$ cat config.mk
export PLATFORM = sky130hd
export DESIGN_NAME = axis_nn_frame_wrapper_flat
export DESIGN_NICKNAME = d
export VERILOG_FILES = /design/src/rtl/axis_nn_pkg.sv /design/src/rtl/axis_nn_frame_wrapper_if.sv /design/src/rtl/axis_nn_frame_buffer.sv /design/src/rtl/axis_nn_frame_wrapper.sv /design/src/flat_wrapper.sv
export SDC_FILE = /design/constraint.sdc
export NUM_CORES = 2
export LEC_CHECK = 0
export CAP_MARGIN = 20
export CORE_AREA = 2 2 400 402
export CTS_CLUSTER_DIAMETER = 100
export DETAILED_ROUTE_END_ITERATION = 8
export DIE_AREA = 0 0 402 404
export GPL_ROUTABILITY_DRIVEN = 0
export PLACE_DENSITY = 0.44
export SYNTH_ARGS = -nofsm -noshare
export SYNTH_HDL_FRONTEND = slang
export SYNTH_SLANG_ARGS = --single-unit
$ cat constraint.sdc
create_clock -name axi_clk -period 66.2 [get_ports axi_clk]
set_input_delay 19.86 -clock axi_clk [delete_from_list [all_inputs] [get_ports axi_clk]]
set_output_delay 19.86 -clock axi_clk [all_outputs]
set_load 0.01 [all_outputs]
$ cat src/rtl/axis_nn_pkg.sv
// Shared definitions for the AXI4-Stream NN frame wrapper: one-hot FSM
// encodings, m_axis_user bit positions and a constant clog2 helper.
package axis_nn_pkg;

    // One-hot state encodings, kept as plain constants for legacy tools.
    localparam logic [4:0] ST_IDLE  = 5'b00001;
    localparam logic [4:0] ST_LOAD  = 5'b00010;
    localparam logic [4:0] ST_DRAIN = 5'b00100;
    localparam logic [4:0] ST_EXEC  = 5'b01000;
    localparam logic [4:0] ST_SEND  = 5'b10000;

    // Bit positions inside m_axis_user.
    localparam int USER_OVF = 0;
    localparam int USER_TMO = 1;

    // Bits needed to encode values 0 .. value-1 (minimum 0).
    function automatic int clog2(input int value);
        int result;
        int v;
        result = 0;
        v      = value - 1;
        while (v > 0) begin
            result = result + 1;
            v      = v >> 1;
        end
        return result;
    endfunction

endpackage

$ cat src/rtl/axis_nn_frame_wrapper_if.sv
// Stream-side signals of the NN frame wrapper. The slave modport is the
// wrapper's view (it sinks s_axis and sources m_axis); master is the
// environment's view.
interface axis_nn_frame_wrapper_if #(
    parameter int DATA_WIDTH = 32,
    parameter int OUT_WIDTH  = 4
);
    logic                  s_axis_valid;
    logic [DATA_WIDTH-1:0] s_axis_data;
    logic                  s_axis_last;
    logic                  s_axis_ready;

    logic                  m_axis_valid;
    logic [OUT_WIDTH-1:0]  m_axis_data;
    logic [1:0]            m_axis_user;
    logic                  m_axis_last;
    logic                  m_axis_ready;

    modport slave (
        input  s_axis_valid, s_axis_data, s_axis_last, m_axis_ready,
        output s_axis_ready, m_axis_valid, m_axis_data, m_axis_user, m_axis_last
    );

    modport master (
        output s_axis_valid, s_axis_data, s_axis_last, m_axis_ready,
        input  s_axis_ready, m_axis_valid, m_axis_data, m_axis_user, m_axis_last
    );
endinterface

$ cat src/rtl/axis_nn_frame_buffer.sv
// Image buffer for one input frame: write pointer, per-word writes, clear
// after a result is delivered, and the IMG_BITS view handed to the core.
// Bits of the frame above IMG_BITS are never observed, so they are not stored.
module axis_nn_frame_buffer
    import axis_nn_pkg::*;
#(
    parameter int DATA_WIDTH            = 32,
    parameter int NUMBER_OF_INPUT_WORDS = 32,
    parameter int IMG_BITS              = 968,
    parameter int PTR_W                 = clog2(NUMBER_OF_INPUT_WORDS + 1)
) (
    input  logic                  clk,
    input  logic                  rst,
    input  logic                  wr_en_i,
    input  logic [DATA_WIDTH-1:0] wr_data_i,
    input  logic                  clr_i,
    output logic [PTR_W-1:0]      ptr_o,
    output wire  [IMG_BITS-1:0]   img_o
);

    logic [PTR_W-1:0] ptr_q;

    // Word pointer: advances on every stored word, returns to 0 on clear.
    always_ff @(posedge clk or posedge rst) begin
        // NOTE: sequential state uses non-blocking assignments so every flop
        // samples the pre-edge values regardless of block ordering.
        if (rst) begin
            ptr_q <= '0;
        end else if (clr_i) begin
            ptr_q <= '0;
        end else if (wr_en_i) begin
            ptr_q <= ptr_q + PTR_W'(1);
        end
    end

    assign ptr_o = ptr_q;

    for (genvar k = 0; k < NUMBER_OF_INPUT_WORDS; k++) begin : g_word
        localparam int LO = k * DATA_WIDTH;
        localparam int WB = (LO + DATA_WIDTH <= IMG_BITS) ? DATA_WIDTH : IMG_BITS - LO;
        if (LO < IMG_BITS) begin : g_store
            logic [WB-1:0] word_q;

            // Word k of the frame; cleared between frames so short frames pad with 0.
            always_ff @(posedge clk or posedge rst) begin
                // NOTE: this buffer is flop-based and must read as zero for
                // unwritten words, so it is reset and cleared explicitly
                // rather than mapped to a RAM without reset.
                if (rst) begin
                    word_q <= '0;
                end else if (clr_i) begin
                    word_q <= '0;
                end else if (wr_en_i && ptr_q == PTR_W'(k)) begin
                    word_q <= wr_data_i[WB-1:0];
                end
            end

            assign img_o[LO +: WB] = word_q;
        end
    end

endmodule

$ cat src/rtl/axis_nn_frame_wrapper.sv
// AXI4-Stream front end for the cell-based NN classifiers: collects a frame
// into an image buffer, hands it to the core over core_valid/core_ready and
// returns the class as a single-beat packet with backpressure.
// Optional: define AXIS_NN_WATCHDOG_EN to add an EXEC timeout that returns
// class 0 with m_axis_user[USER_TMO] set.
module axis_nn_frame_wrapper
    import axis_nn_pkg::*;
#(
    parameter int DATA_WIDTH            = 32,
    parameter int OUT_WIDTH             = 4,
    parameter int NUMBER_OF_INPUT_WORDS = 32,
    parameter int IMG_BITS              = 968,
    parameter int TIMEOUT_CYCLES        = 4096
) (
    input  logic                  axi_clk,
    input  logic                  rst,
    axis_nn_frame_wrapper_if.slave axis,
    output logic [IMG_BITS-1:0]   core_img,
    output logic                  core_valid,
    input  logic                  core_ready,
    input  logic [OUT_WIDTH-1:0]  core_number,
    output logic [15:0]           frame_count
);

    localparam int PTR_W = clog2(NUMBER_OF_INPUT_WORDS + 1);

    logic [4:0]           state_q, state_d;
    logic [OUT_WIDTH-1:0] res_q, res_d;
    logic [1:0]           user_q, user_d;
    logic [15:0]          cnt_q, cnt_d;
    logic                 buf_wr, buf_clr;
    logic [PTR_W-1:0]     ptr;
    logic                 beat;

    axis_nn_frame_buffer #(
        .DATA_WIDTH            (DATA_WIDTH),
        .NUMBER_OF_INPUT_WORDS (NUMBER_OF_INPUT_WORDS),
        .IMG_BITS              (IMG_BITS),
        .PTR_W                 (PTR_W)
    ) u_buf (
        .clk       (axi_clk),
        .rst       (rst),
        .wr_en_i   (buf_wr),
        .wr_data_i (axis.s_axis_data),
        .clr_i     (buf_clr),
        .ptr_o     (ptr),
        .img_o     (core_img)
    );

    // Input is open while collecting or draining; held low during reset so no
    // beat is taken while the block is aborting.
    assign axis.s_axis_ready = !rst && (|(state_q & (ST_IDLE | ST_LOAD | ST_DRAIN)));
    assign beat              = axis.s_axis_valid && axis.s_axis_ready;

`ifdef AXIS_NN_WATCHDOG_EN
    localparam int WD_W = clog2(TIMEOUT_CYCLES + 1);
    logic [WD_W-1:0] wdog_q;
    logic            wdog_expired;

    // Counts EXEC cycles; restarts from 0 every time EXEC is entered.
    always_ff @(posedge axi_clk or posedge rst) begin
        if (rst) begin
            wdog_q <= '0;
        end else if (state_q == ST_EXEC) begin
            wdog_q <= wdog_q + WD_W'(1);
        end else begin
            wdog_q <= '0;
        end
    end

    assign wdog_expired = (wdog_q == WD_W'(TIMEOUT_CYCLES - 1));
`endif

    // Next-state logic for the frame FSM, result register and counters.
    always_comb begin
        // NOTE: every combinational output gets a default first, so no path
        // leaves a signal unassigned and no latch is inferred.
        state_d = state_q;
        res_d   = res_q;
        user_d  = user_q;
        cnt_d   = cnt_q;
        buf_wr  = 1'b0;
        buf_clr = 1'b0;
        case (state_q)
            ST_IDLE, ST_LOAD: begin
                if (beat) begin
                    buf_wr = 1'b1;
                    if (axis.s_axis_last) begin
                        state_d = ST_EXEC;
                    end else if (ptr == PTR_W'(NUMBER_OF_INPUT_WORDS - 1)) begin
                        state_d          = ST_DRAIN;
                        user_d[USER_OVF] = 1'b1;
                    end else begin
                        state_d = ST_LOAD;
                    end
                end
            end
            ST_DRAIN: begin
                if (beat && axis.s_axis_last) begin
                    state_d = ST_EXEC;
                end
            end
            ST_EXEC: begin
                if (core_ready) begin
                    res_d   = core_number;
                    state_d = ST_SEND;
                end
`ifdef AXIS_NN_WATCHDOG_EN
                else if (wdog_expired) begin
                    res_d            = '0;
                    user_d[USER_TMO] = 1'b1;
                    state_d          = ST_SEND;
                end
`endif
            end
            ST_SEND: begin
                if (axis.m_axis_ready) begin
                    cnt_d   = cnt_q + 16'd1;
                    user_d  = '0;
                    res_d   = '0;
                    buf_clr = 1'b1;
                    state_d = ST_IDLE;
                end
            end
            default: state_d = ST_IDLE;
        endcase
    end

    // State, held result beat, flags and frame counter.
    always_ff @(posedge axi_clk or posedge rst) begin
        if (rst) begin
            state_q <= ST_IDLE;
            res_q   <= '0;
            user_q  <= '0;
            cnt_q   <= '0;
        end else begin
            state_q <= state_d;
            res_q   <= res_d;
            user_q  <= user_d;
            cnt_q   <= cnt_d;
        end
    end

    assign core_valid        = (state_q == ST_EXEC);
    assign axis.m_axis_valid = (state_q == ST_SEND);
    assign axis.m_axis_last  = (state_q == ST_SEND);
    assign axis.m_axis_data  = res_q;
    assign axis.m_axis_user  = user_q;
    assign frame_count       = cnt_q;

endmodule
$ cat src/flat_wrapper.sv
// flat-port wrapper written by rule: the top's interface ports become plain ports
module axis_nn_frame_wrapper_flat import axis_nn_pkg::*;
#(
    parameter int DATA_WIDTH            = 32,
    parameter int OUT_WIDTH             = 4,
    parameter int NUMBER_OF_INPUT_WORDS = 32,
    parameter int IMG_BITS              = 968,
    parameter int TIMEOUT_CYCLES        = 4096
)
  (axi_clk, rst, core_img, core_valid, core_ready, core_number, frame_count, axis_s_axis_valid, axis_s_axis_data, axis_s_axis_last, axis_m_axis_ready, axis_s_axis_ready, axis_m_axis_valid, axis_m_axis_data, axis_m_axis_user, axis_m_axis_last);
  axis_nn_frame_wrapper_if #(.DATA_WIDTH(DATA_WIDTH), .OUT_WIDTH(OUT_WIDTH)) axis_i ();
  input  logic axi_clk;
  input  logic rst;
  output logic [IMG_BITS-1:0] core_img;
  output logic core_valid;
  input  logic core_ready;
  input  logic [OUT_WIDTH-1:0] core_number;
  output logic [15:0] frame_count;
  input wire logic [$bits(axis_i.s_axis_valid)-1:0] axis_s_axis_valid;
  input wire logic [$bits(axis_i.s_axis_data)-1:0] axis_s_axis_data;
  input wire logic [$bits(axis_i.s_axis_last)-1:0] axis_s_axis_last;
  input wire logic [$bits(axis_i.m_axis_ready)-1:0] axis_m_axis_ready;
  output wire logic [$bits(axis_i.s_axis_ready)-1:0] axis_s_axis_ready;
  output wire logic [$bits(axis_i.m_axis_valid)-1:0] axis_m_axis_valid;
  output wire logic [$bits(axis_i.m_axis_data)-1:0] axis_m_axis_data;
  output wire logic [$bits(axis_i.m_axis_user)-1:0] axis_m_axis_user;
  output wire logic [$bits(axis_i.m_axis_last)-1:0] axis_m_axis_last;
  assign axis_i.s_axis_valid = axis_s_axis_valid;
  assign axis_i.s_axis_data = axis_s_axis_data;
  assign axis_i.s_axis_last = axis_s_axis_last;
  assign axis_i.m_axis_ready = axis_m_axis_ready;
  assign axis_s_axis_ready = axis_i.s_axis_ready;
  assign axis_m_axis_valid = axis_i.m_axis_valid;
  assign axis_m_axis_data = axis_i.m_axis_data;
  assign axis_m_axis_user = axis_i.m_axis_user;
  assign axis_m_axis_last = axis_i.m_axis_last;
  axis_nn_frame_wrapper #(.DATA_WIDTH(DATA_WIDTH), .OUT_WIDTH(OUT_WIDTH), .NUMBER_OF_INPUT_WORDS(NUMBER_OF_INPUT_WORDS), .IMG_BITS(IMG_BITS), .TIMEOUT_CYCLES(TIMEOUT_CYCLES)) u_core (.axi_clk(axi_clk), .rst(rst), .axis(axis_i), .core_img(core_img), .core_valid(core_valid), .core_ready(core_ready), .core_number(core_number), .frame_count(frame_count));
endmodule
## Yosys cells after proc, flatten, opt, wreduce, memory -nomap -nowiden

Cells that the tools add are included.

| storage, ports and cells | value |
|---|---|
| output and inout port bits | 994 |
| flip-flop bits (word level) | 1,000 |
| logic and storage cells | 239 |

| operators by class | value |
|---|---|
| add/subtract/negate cells | 2 |
| reduce and logical (&&, ||, !) cells | 76 |
| equal/unequal tests | 42 |
| mux-type cells | 83 |

Operators by type and width:

| cell | number |
|---|---|
| two-way mux 32 bit | 60 |
| equality test 6 x 5 -> 1 bit, second input constant | 16 |
| nonzero test 2 bit | 34 |
| equality test 6 x 4 -> 1 bit, second input constant | 8 |
| logical AND 1 bit | 34 |
| two-way mux 5 bit | 5 |
| equality test 6 x 3 -> 1 bit, second input constant | 4 |
| one-hot mux 5 bit (4 select lines) | 1 |
| adder 16 x 1 -> 16 bit, second input constant | 1 |
| two-way mux 8 bit | 2 |
| equality test 6 x 2 -> 1 bit, second input constant | 2 |
| two-way mux 6 bit | 2 |
| two-way mux 1 bit | 8 |
| two-way mux 4 bit | 2 |
| != test 2 x 1 -> 1 bit, second input constant | 4 |
| one-hot mux 4 bit (2 select lines) | 1 |
| adder 6 x 1 -> 6 bit, second input constant | 1 |
| equality test 6 x 1 -> 1 bit, second input constant | 1 |
| zero test 6 bit | 1 |
| equality test 5 x 1 -> 1 bit, second input constant | 1 |
| equality test 5 x 2 -> 1 bit, second input constant | 1 |
| equality test 5 x 3 -> 1 bit, second input constant | 1 |
| equality test 5 x 4 -> 1 bit, second input constant | 1 |
| equality test 5 bit, second input constant | 1 |
| other kinds (10) | 11 |

## Longest topological paths before layout

| depth | value |
|---|---|
| depth after elaboration | 8 |
| mapped depth | 9 |

## By module

Synthesis repeated with hierarchy kept, for this count alone.

| second synthesis, totals | value |
|---|---|
| cells, all modules | 3,460 |
| area total of the unflattened synthesis | 43,698.2 um2 |

By module, submodules not included:

| module | seq. area each (um2) | cells an instance | area an instance (um2) | times used |
|---|---|---|---|---|
| axis_nn_frame_buffer | 24,373.4 | 3,329 | 42,331.8 | 1 |
| axis_nn_frame_wrapper | 651.9 | 131 | 1,366.3 | 1 |

## Worst setup path after synthesis

OpenSTA, ideal clock, no wires.

| timing path | value |
|---|---|
| path kind | input -> output |
| from | input rst |
| to | output axis_s_axis_ready |
| data required time | 46.340 ns |
| slack | 4.577 ns |
| stages | 2 |
| arrival time | 41.763 ns |
| path through | inv_1 > o21a_1 |

| on the way | value |
|---|---|
| cells in the longest elaborated chain, start to end | 2 |

Ends and longest elaborated chain:

| element | RTL line | RTL |
|---|---|---|
| from (decl) | flat_wrapper.sv:13 | `input logic rst;` |
| zero test 1 bit | axis_nn_frame_wrapper.sv:52 | `assign axis.s_axis_ready = !rst && (\|(state_q & (ST_IDLE \| ST_LOAD \| ST_DRAIN)));` |
| logical AND 1 bit | axis_nn_frame_wrapper.sv:52 |  |
| to (decl) | flat_wrapper.sv:23 | `output wire logic [$bits(axis_i.s_axis_ready)-1:0] axis_s_axis_ready;` |

Every way passes these cells.

## Final worst setup path

Same ends and word-level chain as after synthesis.

==> results.md <==
- Run status: complete, no violations
- Number of buffers between clock root and the deepest sink: 3
- Aggregate global-route resource usage: 24.22%
- Pin count of the biggest net entering global routing: 177
- Slew @ Worst Pin: 1168 ps
- Antenna-violating nets left: 0
- Reg2Reg Depth: 6
- Count of maximum capacitance violations: 0
- Min-delay worst type: reg2reg
- Layout cell share with drive strength beyond 1: 6.788%
- Site row count: 146
- Number of nets produced by synthesis: 4459
- Critical path, cell by cell: clkdlybuf4s50_1 > inv_8 > o21a_1 > clkdlybuf4s50_1
- P_leak: 23.68 nW
- Async set-or-reset flop fraction in the synthesized netlist: 100.0%
- Share of Yosys cell area claimed by the top area cell type: 62.18%
- Data arrival time of the critical path: 21850 ps
- Initial Utilization: 25.47%
- Classification of the worst setup path: in2out
- Die outline area: 162400 sq um
- CP most frequent cell: sky130_fd_sc_hd__clkdlybuf4s50_1
- Required time worst endpoint: 46340 ps
- Height of the die: 404 um
- Area inside the core boundary: 157800 sq um
- Maximum frequency from static timing analysis: 23.97 MHz
- Global-route wire length before repair: 280500 um
- Setup TNS: 0 ps
- Count of different cell masters after synthesis: 50
- Number of levels in the clock H-tree: 3
- IR Drop Worst-Case VDD: 0.02176 mV
- NumNets Final: 5288
- Final hold violation count: 0
- Crit path launch type: input port
- Wire length on met2: 100300 um
- Clock-pin transition on the worst setup and hold timing paths: 50 ps
- Hold buffer count at CTS: 0
- Iteration-0 DRC count of the detailed router: 3210
- Vias/cell: 4.767
- Tot Pwr: 1.987 mW
- Routed wire length: 203400 um
- Worst-Skew Late Latency: 750 ps
- Uppermost layer routed: met5
- Cell taking the most area after synthesis: sky130_fd_sc_hd__dfrtp_1
- Root buf cell: sky130_fd_sc_hd__clkbuf_16
- Routed metal-1 wirelength: 80450 um
- Endpoint type of the worst setup path: output pin
- Number of global-route vias before repair: 33.70k
- Reg-to-Reg End: u_core.u_buf.g_word[6].g_store.word_q[1]$_DFFE_PP0P_
- Top delay family on crit path: buffers and inverters
- Via Count: 35.32k
- Final-report max-slew violation count: 0
- R2R Path Start: u_core.state_q[1]$_DFFE_PP0P_
- Register area share after synthesis: 62.24%
- Total of buffers placed on input and output ports: 1034
- CTS tree: done
- Placement-stage cell area: 52040 sq um
- Number of buffers inserted by post-CTS setup repair: 0
- Filler instances: 16.11k
- Synthesized area divided by synthesized cell count: 9.113 sq um
- Cell Area, Synth: 40210 sq um
- Detailed route wirelength on metal3: 14450 um
- Launch point of the worst hold path: u_core.axis.m_axis_user[0]$_DFFE_PP0P_
- Final setup violation count: 0
- P&R area growth vs syn: 39.32%
- Width of the die: 402 um
- Synthesized instance count: 4412
- Boundary Pins: 1036
- Post-route fraction of the period consumed by the critical path: 63.01%
- Sum of overflow across all layers after global routing: 0
- CTS sink cnt: 1000
- Count of unresolved DRC violations after routing: 0
- Flops & latches, synth: 1000
- Total power divided by cell area: 35.48 nW/um^2
- Initial antenna violation count: 10
- Setup repair after global routing missed its margin: no
- Instance count along the most critical hold path: 2
- Number of enable flip-flop cells after synthesis: 0
- First-pass iteration count of the detailed router: 6
- Post-layout minimum cycle time: 41710 ps
- Number of buffers added by the clock tree synthesis step: 117
- Worst-case hold path end point: u_core.axis.m_axis_user[0]$_DFFE_PP0P_
- Gates resized, CTS repair: 0
- Main synth FF type: sky130_fd_sc_hd__dfrtp_1
- Worst slew slack as a fraction of its limit: 22.13%
- Area of all placed cells without fillers: 56020 sq um
- Top area cells in the synthesized netlist: sky130_fd_sc_hd__dfrtp_1 (62%), sky130_fd_sc_hd__nand2_1 (16%), sky130_fd_sc_hd__a21oi_1 (10%)
- Buffers and inverters on the worst path: 3
- Crit path max-delay cell type: sky130_fd_sc_hd__inv_8
- Final worst clock skew: 40.12 ps
- Largest stage delay on the critical path: 590 ps
- Estimated wirelength of the detail-placed design: 127100 um
- Minimum setup slack among reg-to-reg paths: 60710 ps
- Total number of yosys warnings: 0
- CP max FO: 102
- Avg WL per Cell: 27.45 um
==> cell usage in the layout (no fill, tap or decap), types with 14 or more instances in the layout <==
cell type,n
sky130_fd_sc_hd__nand2_1,1679
sky130_fd_sc_hd__clkdlybuf4s50_1,1002
sky130_fd_sc_hd__dfrtp_1,999
sky130_fd_sc_hd__a21oi_1,810
sky130_fd_sc_hd__nand3_1,176
sky130_fd_sc_hd__clkbuf_16,117
sky130_fd_sc_hd__o21ai_1,96
sky130_fd_sc_hd__buf_4,96
sky130_fd_sc_hd__o21ai_0,67
sky130_fd_sc_hd__clkbuf_1,33
sky130_fd_sc_hd__buf_2,32
sky130_fd_sc_hd__clkbuf_8,27
sky130_fd_sc_hd__nor3_4,15
sky130_fd_sc_hd__nor2_1,15
sky130_fd_sc_hd__clkinv_2,14
==> worst max-delay path by stage <==
stage | start | to | slack (ps) | depth (start not counted)
finish | rst | axis_s_axis_ready | 24490 | 4
global route | rst | axis_s_axis_ready | 24340 | 4
CTS | rst | axis_s_axis_ready | 24440 | 4
detailed placement | rst | axis_s_axis_ready | 24440 | 4
global placement | rst | axis_s_axis_ready | 24450 | 4
floorplan | rst | axis_s_axis_ready | 4580 | 2
==> flip-flops by register name, indices dropped and copies added (netlist names) <==
name	count
u_core.u_buf.g_word.g_store.word_q	968
u_core.frame_count	16
u_core.axis.m_axis_user	1
u_core.axis.m_axis_data	4
u_core.state_q	5
u_core.u_buf.ptr_o	6
==> cells in the mapped netlist (2+ instances only) <==
master                     count
sky130_fd_sc_hd__a21oi_1     810
sky130_fd_sc_hd__and3_1        7
sky130_fd_sc_hd__buf_1        31
sky130_fd_sc_hd__buf_2        78
sky130_fd_sc_hd__buf_4         3
sky130_fd_sc_hd__buf_6        31
sky130_fd_sc_hd__clkbuf_1    282
sky130_fd_sc_hd__dfrtp_1     999
sky130_fd_sc_hd__ha_1          5
sky130_fd_sc_hd__inv_1         8
sky130_fd_sc_hd__nand2_1    1679
sky130_fd_sc_hd__nand2b_1      5
sky130_fd_sc_hd__nand3_1     186
sky130_fd_sc_hd__nand3b_1      2
sky130_fd_sc_hd__nand4_1      12
sky130_fd_sc_hd__nor2_1       15
sky130_fd_sc_hd__nor2b_1       8
sky130_fd_sc_hd__nor3_1        5
sky130_fd_sc_hd__nor3_2       15
sky130_fd_sc_hd__nor4_2        3
sky130_fd_sc_hd__nor4_4        2
sky130_fd_sc_hd__o21ai_0      67
sky130_fd_sc_hd__o21ai_1      96
sky130_fd_sc_hd__o31ai_1       2
sky130_fd_sc_hd__or2_2         4
sky130_fd_sc_hd__or3_1        13
sky130_fd_sc_hd__or4_1         2
sky130_fd_sc_hd__or4_4         3
sky130_fd_sc_hd__xnor2_1      12
sky130_fd_sc_hd__xor2_1        7
==> layer usage <==
| metal | track usage, % | vias up |
|---|---|---|
| met5 | 0 | - |
| li1 | - | 15980 |
| met4 | 8.719 | 6 |
| met1 | 29.69 | 17760 |
| met3 | 6.035 | 272 |
| met2 | 41.17 | 1304 |
==> stage by stage <==
| step | setup WS [ps] | util, % | hold slack, ps | instances |
|---|---|---|---|---|
| global route | 24340 | 35.48 | 515.3 | 7405 |
| detailed placement | 24440 | 32.97 | 478.9 | 7192 |
| floorplan | 4577 | - | 503.9 | 4412 |
| CTS | 24440 | 35.45 | 492.2 | 7403 |
| global placement | 24450 | 32.97 | 467.2 | 7192 |
| finish | 24490 | 35.49 | 491.1 | 7409 |
==> layout make-up <==
type	instances	area, sq um	area share, %
diodes	4	10.01	0.01787
clock buffers	177	3423	6.111
clock inverters	34	489.2	0.8734
inverters	8	37.54	0.06701
multi-input cells	2978	13390	23.91
flip-flops and latches	1000	25030	44.68
well taps	2072	2592	4.628
repair buffers	1136	11050	19.72
==> cells by family (layout without fill, tap and decap cells) <==
group / count (synthesis) / in the layout / synth area share [%]
compound gates: 983 / 983 / 12.33
xor+xnor: 20 / 20 / 0.4544
fa+ha+maj: 5 / 5 / 0.1556
buf+inv: 434 / 1355 / 4.929
flops: 1000 / 1000 / 62.24
mux: 2 / 2 / 0.05290
other cells: 1 / 5 / 0.009327
simple gates: 1967 / 1967 / 19.83
==> worst reg2reg max path, stage by stage, from the launching register on <==
cell	delay, ps
sky130_fd_sc_hd__dfrtp_1	460
sky130_fd_sc_hd__nor4_1	780
sky130_fd_sc_hd__and3_4	980
sky130_fd_sc_hd__buf_4	1060
sky130_fd_sc_hd__buf_12	720
sky130_fd_sc_hd__buf_4	1160
sky130_fd_sc_hd__a21oi_1	170
==> power by group <==
part	total (mW)	internal [mW]	switching [mW]
combinational	0.533	0.251	0.282
sequential	0.794	0.727	0.0677
clock	0.660	0.381	0.279
total	1.99	1.36	0.629
(Power assumes the default switching activity.)
